## config.mk

```make
export PLATFORM = sky130hd
export DESIGN_NAME = bitstream_packer_flat
export DESIGN_NICKNAME = d
export VERILOG_FILES = /design/src/rtl/bitstream_packer_if.sv /design/src/rtl/bitstream_packer.sv /design/src/flat_wrapper.sv
export SDC_FILE = /design/constraint.sdc
export NUM_CORES = 1
export LEC_CHECK = 0
export ABC_CLOCK_PERIOD_IN_PS = 5600
export BUFFER_PORTS_ARGS = -buffer_cell sky130_fd_sc_hd__buf_2
export CORE_ASPECT_RATIO = 1.25
export CORE_MARGIN = 10
export CORE_UTILIZATION = 30
export DETAILED_ROUTE_END_ITERATION = 6
export GPL_TIMING_DRIVEN = 0
export HOLD_SLACK_MARGIN = 0.06
export SLEW_MARGIN = 20
export SYNTH_ARGS = -nofsm -noshare
export SYNTH_HDL_FRONTEND = slang
export SYNTH_SLANG_ARGS = --single-unit
export TNS_END_PERCENT = 100
```

## constraint.sdc

```tcl
create_clock -name top_clk -period 5.6 [get_ports top_clk]
set_input_delay 0.84 -clock top_clk [delete_from_list [all_inputs] [get_ports top_clk]]
set_output_delay 0.84 -clock top_clk [all_outputs]
set_load 0.01 [all_outputs]
```

## src/rtl/bitstream_packer_if.sv

```systemverilog
// Handshake bundle between the entropy-encoder byte source, the bitstream packer
// and the downstream word consumer.
interface bitstream_packer_if #(
  parameter int BYTE_WIDTH = 8,
  parameter int WORD_BYTES = 4
);
  localparam int NBW = $clog2(WORD_BYTES) + 1;

  logic [BYTE_WIDTH-1:0]            in_bit_1;
  logic [BYTE_WIDTH-1:0]            in_bit_2;
  logic [1:0]                       in_flag;
  logic                             in_flush;
  logic [BYTE_WIDTH*WORD_BYTES-1:0] out_word;
  logic [NBW-1:0]                   out_nbytes;
  logic                             out_valid;
  logic                             out_last;
  logic                             out_ready;
  logic                             almost_full;
  logic                             overflow;

  modport master (
    output in_bit_1, in_bit_2, in_flag, in_flush, out_ready,
    input  out_word, out_nbytes, out_valid, out_last, almost_full, overflow
  );

  modport slave (
    input  in_bit_1, in_bit_2, in_flag, in_flush, out_ready,
    output out_word, out_nbytes, out_valid, out_last, almost_full, overflow
  );
endinterface

```

## src/rtl/bitstream_packer.sv

```systemverilog
// Packs 0-2 encoder bytes per cycle through a circular byte FIFO into big-endian
// words; a flush drains the residue as a zero-padded word flagged out_last.
module bitstream_packer #(
  parameter int BYTE_WIDTH = 8,
  parameter int WORD_BYTES = 4,
  parameter int FIFO_DEPTH = 16,
  parameter int AF_MARGIN  = 4
) (
  input  logic               top_clk,
  input  logic               top_reset_n,
  bitstream_packer_if.slave  bus
);
  localparam int PW  = $clog2(FIFO_DEPTH);
  localparam int CW  = PW + 1;
  localparam int NBW = $clog2(WORD_BYTES) + 1;
  localparam int WW  = BYTE_WIDTH * WORD_BYTES;

  typedef enum logic {ST_RUN, ST_FLUSH} state_t;

  state_t                r_state;
  logic [BYTE_WIDTH-1:0] r_mem [FIFO_DEPTH];
  logic [PW-1:0]         r_wr_ptr;
  logic [PW-1:0]         r_rd_ptr;
  logic [CW-1:0]         r_count;
  logic [WW-1:0]         r_out_word;
  logic [NBW-1:0]        r_out_nbytes;
  logic                  r_out_valid;
  logic                  r_out_last;
  logic                  r_overflow;

  logic [1:0]            w_n_req;
  logic [1:0]            w_n_in;
  logic [CW-1:0]         w_free;
  logic                  w_final;
  logic                  w_avail;
  logic                  w_load;
  logic                  w_last_accept;
  logic [NBW-1:0]        w_n_out;
  logic [WW-1:0]         w_word;

  // NOTE: every always_comb output gets a default first so no path can infer a latch.
  always_comb begin
    w_n_req = 2'd0;
    if (r_state == ST_RUN) begin
      case (bus.in_flag)
        2'b01:   w_n_req = 2'd1;
        2'b10:   w_n_req = 2'd2;
        default: w_n_req = 2'd0;
      endcase
    end

    // Space comes from the pre-dequeue count: a same-cycle read frees nothing.
    w_free = CW'(FIFO_DEPTH) - r_count;
    w_n_in = (CW'(w_n_req) > w_free) ? w_free[1:0] : w_n_req;

    w_final       = (r_state == ST_FLUSH) && (r_count <= CW'(WORD_BYTES));
    w_avail       = (r_state == ST_RUN) ? (r_count >= CW'(WORD_BYTES))
                                        : !(r_out_valid && r_out_last);
    w_load        = (!r_out_valid || bus.out_ready) && w_avail;
    w_last_accept = r_out_valid && r_out_last && bus.out_ready;

    w_n_out = '0;
    if (w_load) w_n_out = w_final ? NBW'(r_count) : NBW'(WORD_BYTES);

    w_word = '0;
    for (int i = 0; i < WORD_BYTES; i++) begin
      if (NBW'(i) < w_n_out)
        w_word[(WORD_BYTES-1-i)*BYTE_WIDTH +: BYTE_WIDTH] = r_mem[r_rd_ptr + PW'(i)];
    end
  end

  // NOTE: the byte store carries no reset; pointers and count define which entries are live.
  always_ff @(posedge top_clk) begin
    if (w_n_in != 2'd0) r_mem[r_wr_ptr] <= bus.in_bit_1;
    if (w_n_in == 2'd2) r_mem[r_wr_ptr + PW'(1)] <= bus.in_bit_2;
  end

  // NOTE: all registered state uses non-blocking assignment so every update sees pre-edge values.
  always_ff @(posedge top_clk or negedge top_reset_n) begin
    if (!top_reset_n) begin
      r_state      <= ST_RUN;
      r_wr_ptr     <= '0;
      r_rd_ptr     <= '0;
      r_count      <= '0;
      r_out_word   <= '0;
      r_out_nbytes <= '0;
      r_out_valid  <= 1'b0;
      r_out_last   <= 1'b0;
      r_overflow   <= 1'b0;
    end else begin
      r_count <= r_count + CW'(w_n_in) - CW'(w_n_out);
      if (w_n_req != w_n_in) r_overflow <= 1'b1;

      if (w_load) begin
        r_out_word   <= w_word;
        r_out_nbytes <= w_n_out;
        r_out_last   <= w_final;
        r_out_valid  <= 1'b1;
      end else if (bus.out_ready) begin
        r_out_valid  <= 1'b0;
      end

      // Frame terminator accepted: restart the next frame from a clean FIFO origin.
      if (w_last_accept) begin
        r_state  <= ST_RUN;
        r_wr_ptr <= '0;
        r_rd_ptr <= '0;
      end else begin
        r_wr_ptr <= r_wr_ptr + PW'(w_n_in);
        r_rd_ptr <= r_rd_ptr + PW'(w_n_out);
        if (r_state == ST_RUN && bus.in_flush) r_state <= ST_FLUSH;
      end
    end
  end

  assign bus.out_word    = r_out_word;
  assign bus.out_nbytes  = r_out_nbytes;
  assign bus.out_valid   = r_out_valid;
  assign bus.out_last    = r_out_last;
  assign bus.overflow    = r_overflow;
  assign bus.almost_full = (r_count >= CW'(FIFO_DEPTH - AF_MARGIN));
endmodule
```

## src/flat_wrapper.sv

```systemverilog
// flat-port wrapper written by rule: the top's interface ports become plain ports
module bitstream_packer_flat 
#(
  parameter int BYTE_WIDTH = 8,
  parameter int WORD_BYTES = 4,
  parameter int FIFO_DEPTH = 16,
  parameter int AF_MARGIN  = 4
)
  (top_clk, top_reset_n, bus_in_bit_1, bus_in_bit_2, bus_in_flag, bus_in_flush, bus_out_ready, bus_out_word, bus_out_nbytes, bus_out_valid, bus_out_last, bus_almost_full, bus_overflow);
  bitstream_packer_if #(.BYTE_WIDTH(BYTE_WIDTH), .WORD_BYTES(WORD_BYTES)) bus_i ();
  input  logic top_clk;
  input  logic top_reset_n;
  input wire logic [$bits(bus_i.in_bit_1)-1:0] bus_in_bit_1;
  input wire logic [$bits(bus_i.in_bit_2)-1:0] bus_in_bit_2;
  input wire logic [$bits(bus_i.in_flag)-1:0] bus_in_flag;
  input wire logic [$bits(bus_i.in_flush)-1:0] bus_in_flush;
  input wire logic [$bits(bus_i.out_ready)-1:0] bus_out_ready;
  output wire logic [$bits(bus_i.out_word)-1:0] bus_out_word;
  output wire logic [$bits(bus_i.out_nbytes)-1:0] bus_out_nbytes;
  output wire logic [$bits(bus_i.out_valid)-1:0] bus_out_valid;
  output wire logic [$bits(bus_i.out_last)-1:0] bus_out_last;
  output wire logic [$bits(bus_i.almost_full)-1:0] bus_almost_full;
  output wire logic [$bits(bus_i.overflow)-1:0] bus_overflow;
  assign bus_i.in_bit_1 = bus_in_bit_1;
  assign bus_i.in_bit_2 = bus_in_bit_2;
  assign bus_i.in_flag = bus_in_flag;
  assign bus_i.in_flush = bus_in_flush;
  assign bus_i.out_ready = bus_out_ready;
  assign bus_out_word = bus_i.out_word;
  assign bus_out_nbytes = bus_i.out_nbytes;
  assign bus_out_valid = bus_i.out_valid;
  assign bus_out_last = bus_i.out_last;
  assign bus_almost_full = bus_i.almost_full;
  assign bus_overflow = bus_i.overflow;
  bitstream_packer #(.BYTE_WIDTH(BYTE_WIDTH), .WORD_BYTES(WORD_BYTES), .FIFO_DEPTH(FIFO_DEPTH), .AF_MARGIN(AF_MARGIN)) u_core (.top_clk(top_clk), .top_reset_n(top_reset_n), .bus(bus_i));
endmodule
```

==> reports/summary.txt, run 1 <==
Synthesis-to-layout area growth -> 13.8%
Clock Latency Late Sink -> 0.47 ns
Die height -> 248 µm
Global-route wire length before repair -> 60100 µm
Reg2Reg Depth -> 13
Vias in the first global route -> 8858
Synthesized cell area -> 12400 µm²
Slew @ Worst Pin -> 1.05 ns
CP max-delay cell -> clkbuf_1
Row cnt -> 83
H-tree Lvls -> 4
Max-cap check violation count -> 0
Mapped Cells -> 856
Min Tclk post-route -> 5.10 ns
Syn avg cell area -> 14.5 µm²
Area of the core -> 41000 µm²
Worst-path fanout max -> 10
Required @ worst endpoint -> 5.95 ns
Pwr/cell area -> 476 nW/µm²
Clock root buffer -> clkbuf_16
Status -> completed
Slew Viols, Final -> 0
DR iter-0 viols -> 1091
Clock Skew -> 0.0108 ns
R2R Setup Slk -> 0.50 ns
Routed length per instance -> 27.0 µm
CP Data Arrival Time -> 5.45 ns
Post-route DRC -> 0
Overflow after GRT -> 0
CTS tree -> done
NumNets Final -> 988
Post-CTS Setup Inserts -> 0
GPL Wtd Cong -> 0.953
Critical Path Most Common Cell -> buf_2
Worst rel slew slack -> 28.9%
1st-pass router iterations -> 5
Antenna violation net count after detailed routing -> 0
VDD IR max -> 0.212 mV
Clock sink total -> 180
Hold Crit Class -> input pin to async pin
CP max stage delay -> 0.62 ns
Full die area -> 50000 µm²
CTS Buf Count -> 17
Fin. Hold Viols -> 0
Reg2Reg Launch Point -> u_core.r_rd_ptr[0]
LEAKAGE -> 0.00487 µW
Setup WS pre-CTS -> 0.535 ns
Clk slew on worst S/H paths -> 0.08 ns
Synthesized-area fraction occupied by and/or/nand/nor cells -> 5.05%
Adder-Cell Fraction of Synth Area -> 2.76%
Die Wd -> 202 µm
EDFF count, synth -> 128
Post-synth ARST share -> 28.9%
Gr usage total -> 16.3%
Worst Setup SP -> u_core.r_rd_ptr[0]
Initial Utilization -> 30.3%
Xor-xnor portion of the synthesized cell area -> 1.13%
Mux share of post-synthesis cell area -> 39.3%
Vias per cell -> 5.73
Crit path to -> u_core.bus.out_word[18]
Largest net degree at the start of global routing -> 53
# IOs -> 61
Share of cells above drive strength 1 -> 44.9%
Hpwl dp -> 31700 µm
Setup-failing EPs final -> 0
Setup crit end kind -> flip-flop
Initial antenna violation count -> 6
Compound-Gate Fraction of Synth Area -> 7.16%
FMAX -> 0.196 GHz
Critical path class -> flip-flop to flip-flop
Cts repair resizes -> 0
Critical path startpoint category -> flip-flop
Largest family of logic cells by synthesized area -> multiplexers
Yosys cell types -> 54
Total Routed Length -> 40800 µm
Final worst path period share -> 91.0%
CP cell instances -> buf_2, buf_4, buf_4, buf_2, buf_2, inv_1, ha_1, clkbuf_1, buf_2, clkbuf_1, mux4_2, a221oi_1, o21ai_0
Via count -> 8646
Post-CTS Hold Fix Bufs -> 0
Number of I/O port buffers -> 60
Max Root-Sink Buffers -> 2
Ys flop type -> edfxtp_1
Setup TNS -> 0 ns
Sequential share of the synthesized area -> 41.4%
#FFs+latches synth -> 180
RSZ-0062 raised after global routing -> no
Final setup margin -> 0.502 ns
Synthesis warning total -> 0
Syn Nets -> 903
RR Endpoint -> u_core.bus.out_word[18]
worst max-delay path: cells and delay by family (launching register included):
kind	cells	cell delay, ns
AOI/OAI and AO/OA	2	0.53
buffers and inverters	9	3.32
muxes	1	0.44
DFF	1	0.38
adders and majority gates	1	0.28
cell usage after synthesis, types with 2 or more instances:
cell | count | area, µm²
nor2_1 | 27 | 101
a21o_1 | 7 | 52.6
buf_1 | 8 | 30.0
a221oi_1 | 16 | 140
or4_1 | 2 | 15.0
xor2_1 | 7 | 61.3
o41ai_4 | 2 | 55.1
o21ai_0 | 29 | 145
xnor2_1 | 9 | 78.8
ha_1 | 21 | 263
mux4_2 | 144 | 3240
or2_2 | 5 | 31.3
buf_4 | 2 | 15.0
fa_1 | 4 | 80.1
o21ai_1 | 4 | 20.0
o31ai_1 | 2 | 15.0
a21oi_1 | 16 | 80.1
o21bai_1 | 8 | 60.1
clkbuf_1 | 44 | 165
mux2i_2 | 6 | 82.6
nand2_1 | 40 | 150
a22o_1 | 24 | 210
nor3_1 | 15 | 75.1
nand2b_1 | 9 | 56.3
nor4_1 | 5 | 31.3
dfrtp_1 | 52 | 1300
inv_1 | 33 | 124
nand4_1 | 3 | 18.8
nand3_1 | 4 | 20.0
mux2_2 | 130 | 1460
edfxtp_1 | 128 | 3840
o21bai_2 | 3 | 33.8
buf_2 | 14 | 70.1
or3_1 | 2 | 12.5
nor2b_1 | 8 | 50.1
mux2_4 | 4 | 60.1
a21boi_0 | 2 | 15.0
per-stage QoR:
stage | power, µW | instances | instance area, µm² | hold WS [ns] | utilization [%]
after CTS | 6750 | 1506 | 14100 | 0.434 | 34.5
after detailed placement | 5520 | 1474 | 13500 | 0.462 | 33.0
after global routing | 7070 | 1506 | 14100 | 0.463 | 34.5
after floorplan | 4320 | 856 | 12400 | 0.513 | -
final | 6740 | 1509 | 14100 | 0.396 | 34.5
after global placement | 5430 | 1468 | 13400 | 0.457 | 32.7
power breakdown:
group / total [µW] / switching [µW] / internal [µW]
Sequential: 1860 / 177 / 1680
Clock: 1240 / 602 / 633
Combinational: 3640 / 2040 / 1600
Total: 6740 / 2820 / 3920
routing by layer:
layer / global-route usage, % / wire length (µm) / vias up
li1: - / - / 3648
met1: 19.4 / 15400 / 4390
met2: 27.4 / 20000 / 503
met3: 3.64 / 3670 / 99
met4: 8.04 / 1640 / 6
met5: 0 / 34 / -
worst min-delay path by stage:
stage	to	slack (ns)	start
2_1_floorplan	u_core.bus.overflow	0.51	u_core.bus.overflow
3_3_place_gp	u_core.bus.out_nbytes[2]	0.46	u_core.bus.out_nbytes[2]
3_5_place_dp	u_core.bus.out_nbytes[1]	0.46	u_core.bus.out_nbytes[1]
4_1_cts	u_core.r_wr_ptr[0]	0.43	top_reset_n
5_1_grt	u_core.r_wr_ptr[0]	0.46	top_reset_n
6_report	u_core.bus.overflow	0.40	top_reset_n
kinds of logic (layout without fill, tap and decap cells):
logic type | after synthesis | after routing
compound gates | 120 | 120
xor+xnor | 16 | 16
fa+ha+maj | 25 | 25
buf+inv | 101 | 199
flops | 180 | 180
mux | 286 | 286
other cells | 0 | 3
simple gates | 128 | 128
state kept, by name (all words and copies together), names as in the netlist:
name	count
u_core.r_mem	128
u_core.r_rd_ptr	4
u_core.bus.out_word	32
u_core.bus.out_last	1
u_core.r_count	5
u_core.bus.overflow	1
u_core.bus.out_valid	1
u_core.bus.out_nbytes	3
u_core.r_state	1
u_core.r_wr_ptr	4
cell usage in the layout (no fill, tap or decap), types with 4 or more instances in the layout:
cell       synthesis  final
nand2_1           40     40
mux2_4             4      4
mux2i_2            6      6
or2_2              5      5
edfxtp_1         128    128
buf_4              2      7
mux4_2           144    144
clkbuf_16          0     17
nor3_2             1      5
o21bai_1           8      8
nand2b_1           9      9
mux2_2           130    130
o21ai_1            4      4
xnor2_1            9      8
dfrtp_1           52     52
clkbuf_2           0      4
ha_1              21     21
fa_1               4      4
inv_1             33     33
nor4_1             5      4
nor2b_1            8      8
buf_1              8      6
buf_2             14     74
o21ai_0           29     29
a21o_1             7      7
nand3_1            4      4
nor2_1            27     27
nor3_1            15     11
a221oi_1          16     16
clkbuf_1          44     43
xor2_1             7      5
a21oi_1           16     15
a22o_1            24     24
layout make-up:
cell class,count,area (µm²)
fill,3973,26900
multi-input combinational,575,6950
sequential,180,5140
tap,552,691
clock buffer,18,429
timing repair buffer,66,353
buffer,68,285
clock inverter,14,161
inverter,33,124
antenna,3,7.51
Note: power is estimated with default switching activity, not from simulation.
==> inputs of run 2 (changes only) <==
Settings changed: MAX_ROUTING_LAYER set to met4.
==> reports/summary.txt, run 2 (synthesis gave the netlist of run 1 again) <==
Clock root buffer -> clkbuf_16
FMAX -> 0.187 GHz (-4.8%)
RSZ-0062 raised after global routing -> no
VDD IR max -> 0.270 mV (+27%)
Max FFs per register -> 128 (unchanged)
Critical path class -> flip-flop to flip-flop
Setup crit end kind -> flip-flop
RR Endpoint -> u_core.bus.out_word[17]
Max-cap check violation count -> 0 (unchanged)
NumNets Final -> 989 (+0.10%)
Slew @ Worst Pin -> 1.18 ns (+0.131 ns)
Clock Skew -> 0.00981 ns (-0.000987 ns)
LEAKAGE -> 0.00487 µW (about the same)
Routed length per instance -> 27.6 µm (+2.1%)
Post-CTS Hold Fix Bufs -> 0 (unchanged)
Critical path startpoint category -> flip-flop
Hold Crit Class -> input pin to async pin
Via count -> 8777 (+1.5%)
CP Data Arrival Time -> 5.69 ns (+0.24 ns)
Vias per cell -> 5.81 (+1.4%)
Fill cells -> 3957 (-0.40%)
Post-route DRC -> 0 (unchanged)
Clock sink total -> 180 (unchanged)
Synthesis-to-layout area growth -> 14.0%
Required @ worst endpoint -> 5.93 ns (-0.02 ns)
Share of cells above drive strength 1 -> 44.8% (-0.058 points)
Setup-failing EPs final -> 0 (unchanged)
Min Tclk post-route -> 5.35 ns (+0.254 ns)
Total power -> 6790 µW (+0.75%)
Post-CTS Setup Inserts -> 0 (unchanged)
Most common cell after layout, fill and taps aside -> mux4_2
Final setup margin -> 0.248 ns (-0.254 ns)
Fin. Hold Viols -> 0 (unchanged)
R2R Setup Slk -> 0.25 ns (-0.25 ns)
Row cnt -> 83 (unchanged)
Number of I/O port buffers -> 60 (unchanged)
Clock network power share -> 18.6% (+0.3 points)
Largest net degree at the start of global routing -> 53 (unchanged)
Cts repair resizes -> 0 (unchanged)
Initial antenna violation count -> 5 (-1)
Worst rel slew slack -> 21.5% (-7.4 points)
Clk slew on worst S/H paths -> 0.08 ns (about the same)
Clock Latency Late Sink -> 0.47 ns (about the same)
Total Routed Length -> 41700 µm (+2.2%)
GPL Wtd Cong -> 0.969 (+1.7%)
Reg2Reg Launch Point -> u_core.r_rd_ptr[0]
Largest Register -> u_core.r_mem
DR iter-0 viols -> 962 (-12%)
Sequential cell fraction of total power -> 27.4% (-0.2 points)
Sw Pwr -> 2830 µW (+0.41%)
Gr usage total -> 17.3% (+0.96 points)
Global-route wire length before repair -> 61600 µm (+2.4%)
Internal Power -> 3950 µW (+0.99%)
Max Root-Sink Buffers -> 2 (unchanged)
Net Sw Frac -> 41.7% (-0.14 points)
Area of the core -> 41000 µm² (unchanged)
H-tree Lvls -> 4 (unchanged)
Die height -> 248 µm (unchanged)
Status -> completed
CTS Buf Count -> 17 (unchanged)
Reg2Reg Depth -> 13 (unchanged)
Vias in the first global route -> 8838 (-0.23%)
# IOs -> 61 (unchanged)
Setup TNS -> 0 ns (unchanged)
Most frequent cells in the layout -> 144 x mux4_2, 130 x mux2_2, 128 x edfxtp_1, 74 x buf_2, 52 x dfrtp_1
Comb pwr share -> 54.0% (about the same)
Overflow after GRT -> 0 (unchanged)
1st-pass router iterations -> 7 (+2)
Initial Utilization -> 30.3% (unchanged)
Setup WS pre-CTS -> 0.407 ns (-0.128 ns)
Die Wd -> 202 µm (unchanged)
CTS tree -> done
Worst-path fanout max -> 10 (unchanged)
Antenna violation net count after detailed routing -> 0 (unchanged)
Slew Viols, Final -> 0 (unchanged)
Hpwl dp -> 32100 µm (+1.4%)
Pwr/cell area -> 479 nW/µm² (+0.62%)
Final worst path period share -> 95.6% (+4.5 points)
Full die area -> 50000 µm² (unchanged)
## run 2: cell count changes in the layout (fill, tap and decap cells not counted), sizes merged, moves of 2 or more
| cell | before | now |
|---|---|---|
| clkbuf | 64 | 62 |
| diode | 3 | 5 |
| clkinv | 6 | 2 |
| buf | 88 | 90 |
## run 2: cell type report
cell class,count,area [µm²],share of cell area (%)
Clock buffer,17,425,3.00
Sequential cell,180,5140,36.3
Multi-Input combinational cell,575,6960,49.1
Clock inverter,13,169,1.19
Timing Repair Buffer,67,360,2.54
Antenna cell,5,12.5,0.0883
Inverter,33,124,0.874
Tap cell,552,691,4.88
Buffer,68,283,2.00
## run 2: layer usage
metal	share of wire, %	up-vias	track usage, %
met4	4.1	0	7.88
met2	49	521	27.8
met5	0	-	-
met3	8.4	103	3.61
met1	39	4486	20.6
li1	-	3667	-
## run 2: power by group through the flow
stage	clock network [µW]	registers (µW)	logic (µW)
2_1_floorplan	0	1890	2430
3_3_place_gp	0	1880	3550
3_5_place_dp	0	1890	3640
4_1_cts	1280	1860	3650
5_1_grt	1330	1890	3910
6_report	1260	1860	3660
## run 2: worst max path at each step
stage                     cells after the start          startpoint  slack [ns]                 endpoint
after floorplan                              16      bus_in_flag[0]        1.22        u_core.r_count[4]
after global placement                       10      bus_in_flag[0]        0.05       u_core.r_mem[1][2]
after detailed placement                     13  u_core.r_rd_ptr[0]        0.41  u_core.bus.out_word[17]
after CTS                                    13  u_core.r_rd_ptr[0]        0.39  u_core.bus.out_word[17]
after global routing                         13  u_core.r_rd_ptr[0]        0.03  u_core.bus.out_word[17]
final                                        13  u_core.r_rd_ptr[0]        0.25  u_core.bus.out_word[17]
## run 2: per-stage QoR
stage | area [µm²] | hold WS, ns | utilization, % | instances
floorplan | 12400 | 0.513 | - | 856
global placement | 13400 | 0.458 | 32.7 | 1468
detailed placement | 13600 | 0.464 | 33.0 | 1475
CTS | 14100 | 0.435 | 34.5 | 1505
global route | 14200 | 0.468 | 34.5 | 1510
finish | 14200 | 0.396 | 34.5 | 1510
## run 2: critical path: stages (launching register included)
cell      delay [ns]
dfrtp_1         0.39
buf_2           0.18
buf_4           0.28
buf_4           0.32
buf_2           0.44
buf_2           0.38
inv_1           0.08
ha_1            0.28
clkbuf_1        0.62
buf_2           0.49
clkbuf_1        0.69
mux4_2          0.44
a221oi_1        0.46
o21ai_0         0.14
==> inputs of run 3 (changes only) <==
Settings changed: CTS_BUF_LIST set to sky130_fd_sc_hd__clkbuf_8.
==> reports/summary.txt, run 3 (synthesis gave the netlist of run 1 again) <==
Status -> completed
Slew Viols, Final -> 0 (unchanged)
Antenna violation net count after detailed routing -> 0 (unchanged)
Post-route DRC -> 0 (unchanged)
H-tree Lvls -> 4 (unchanged)
CP Data Arrival Time -> 5.77 ns (+0.08 ns)
CTS tree -> done
Setup crit end kind -> flip-flop
Required @ worst endpoint -> 5.99 ns (+0.06 ns)
VDD IR max -> 0.265 mV (-1.9%)
Clock sink total -> 180 (unchanged)
Global-route wire length before repair -> 61300 µm (-0.34%)
FMAX -> 0.186 GHz (-0.65%)
Post-CTS Hold Fix Bufs -> 0 (unchanged)
Clk slew on worst S/H paths -> 0.10 ns (+0.02 ns)
Number of I/O port buffers -> 60 (unchanged)
Fill cells -> 3993 (+0.91%)
Cts repair resizes -> 0 (unchanged)
Max Root-Sink Buffers -> 2 (unchanged)
Most frequent cells in the layout -> 144 x mux4_2, 130 x mux2_2, 128 x edfxtp_1, 74 x buf_2, 52 x dfrtp_1
Synthesis-to-layout area growth -> 12.5%
Hpwl dp -> 32100 µm (unchanged)
Fin. Hold Viols -> 0 (unchanged)
Most common cell after layout, fill and taps aside -> mux4_2
Share of cells above drive strength 1 -> 44.8% (unchanged)
Gr usage total -> 17.2% (-0.057 points)
Min Tclk post-route -> 5.39 ns (+0.0350 ns)
Overflow after GRT -> 0 (unchanged)
Vias per cell -> 5.81 (about the same)
Critical path startpoint category -> flip-flop
Worst-path fanout max -> 10 (unchanged)
Largest net degree at the start of global routing -> 53 (unchanged)
Hold Crit Class -> input pin to async pin
DR iter-0 viols -> 813 (-15%)
# IOs -> 61 (unchanged)
Setup-failing EPs final -> 0 (unchanged)
Row cnt -> 83 (unchanged)
Pwr/cell area -> 464 nW/µm² (-3.2%)
Initial Utilization -> 30.3% (unchanged)
Largest Register -> u_core.r_mem
Max FFs per register -> 128 (unchanged)
LEAKAGE -> 0.00478 µW (-1.8%)
Final hold slack -> 0.343 ns (-0.0527 ns)
1st-pass router iterations -> 5 (-2)
Reg2Reg Depth -> 13 (unchanged)
R2R Setup Slk -> 0.21 ns (-0.04 ns)
Setup TNS -> 0 ns (unchanged)
Final setup margin -> 0.213 ns (-0.0350 ns)
Vias in the first global route -> 8846 (+0.091%)
Post-CTS Setup Inserts -> 0 (unchanged)
Total Routed Length -> 41500 µm (-0.38%)
RR Endpoint -> u_core.bus.out_word[17]
Area of the core -> 41000 µm² (unchanged)
Clock root buffer -> clkbuf_8
Clock Latency Late Sink -> 0.52 ns (+0.05 ns)
Slew @ Worst Pin -> 1.22 ns (+0.0385 ns)
Final worst path period share -> 96.2% (+0.63 points)
Max-cap check violation count -> 0 (unchanged)
CTS Buf Count -> 17 (unchanged)
Reg2Reg Launch Point -> u_core.r_rd_ptr[0]
RSZ-0062 raised after global routing -> no
NumNets Final -> 989 (unchanged)
Die Wd -> 202 µm (unchanged)
Die height -> 248 µm (unchanged)
Critical path class -> flip-flop to flip-flop
Full die area -> 50000 µm² (unchanged)
GPL Wtd Cong -> 0.969 (unchanged)
Clock Skew -> 0.0163 ns (+0.00647 ns)
Routed length per instance -> 27.4 µm (-0.51%)
Via count -> 8783 (+0.068%)
Initial antenna violation count -> 7 (+2)
Setup WS pre-CTS -> 0.407 ns (unchanged)
Worst rel slew slack -> 19.0% (-2.6 points)
## run 3: cell types whose count changed in the layout (fill, tap and decap cells not counted), sizes merged
cell / change
diode: +2
## run 3: worst max-delay path: stages, from the launching register on
cell	delay, ns
dfrtp_1	0.40
buf_2	0.18
buf_4	0.27
buf_4	0.32
buf_2	0.44
buf_2	0.39
inv_1	0.08
ha_1	0.28
clkbuf_1	0.60
buf_2	0.50
clkbuf_1	0.68
mux4_2	0.44
a221oi_1	0.50
o21ai_0	0.14
## run 3: metal layers
metal	up-vias	global-route usage (%)	part of all wire (%)
met1	4532	20.5	39
met3	96	3.78	7.9
met5	-	-	0
li1	3659	-	-
met2	496	27.5	49
met4	0	7.88	4.2
## run 3: how the worst max path moves through the flow
stage | start | end | cells past startpoint
4_1_cts | u_core.r_rd_ptr[0] | u_core.bus.out_word[17] | 13
6_report | u_core.r_rd_ptr[0] | u_core.bus.out_word[17] | 13
3_3_place_gp | bus_in_flag[0] | u_core.r_mem[1][2] | 10
3_5_place_dp | u_core.r_rd_ptr[0] | u_core.bus.out_word[17] | 13
5_1_grt | u_core.r_rd_ptr[0] | u_core.bus.out_word[17] | 13
2_1_floorplan | bus_in_flag[0] | u_core.r_count[4] | 16
## run 3: where the power goes
| part | internal, µW | total, µW | switching (µW) |
|---|---|---|---|
| Sequential | 1680 | 1860 | 176 |
| Combinational | 1600 | 3660 | 2060 |
| Clock | 409 | 965 | 555 |
## run 3: area by class of cell
cell class / instances / area [µm²] / share of cell area [%]
Timing Repair Buffer: 67 / 360 / 2.58
Sequential cell: 180 / 5140 / 36.8
Tap cell: 552 / 691 / 4.94
Multi-Input combinational cell: 575 / 6960 / 49.8
Clock inverter: 13 / 169 / 1.21
Inverter: 33 / 124 / 0.886
Clock buffer: 17 / 234 / 1.67
Antenna cell: 7 / 17.5 / 0.125
Buffer: 68 / 283 / 2.02
## run 3: metrics by stage
step	instance area, µm²	power [µW]	cells	util [%]
floorplan	12400	4320	856	-
global placement	13400	5440	1468	32.7
detailed placement	13600	5520	1475	33.0
CTS	14000	6480	1505	34.0
global route	14000	6830	1512	34.1
finish	14000	6480	1512	34.1
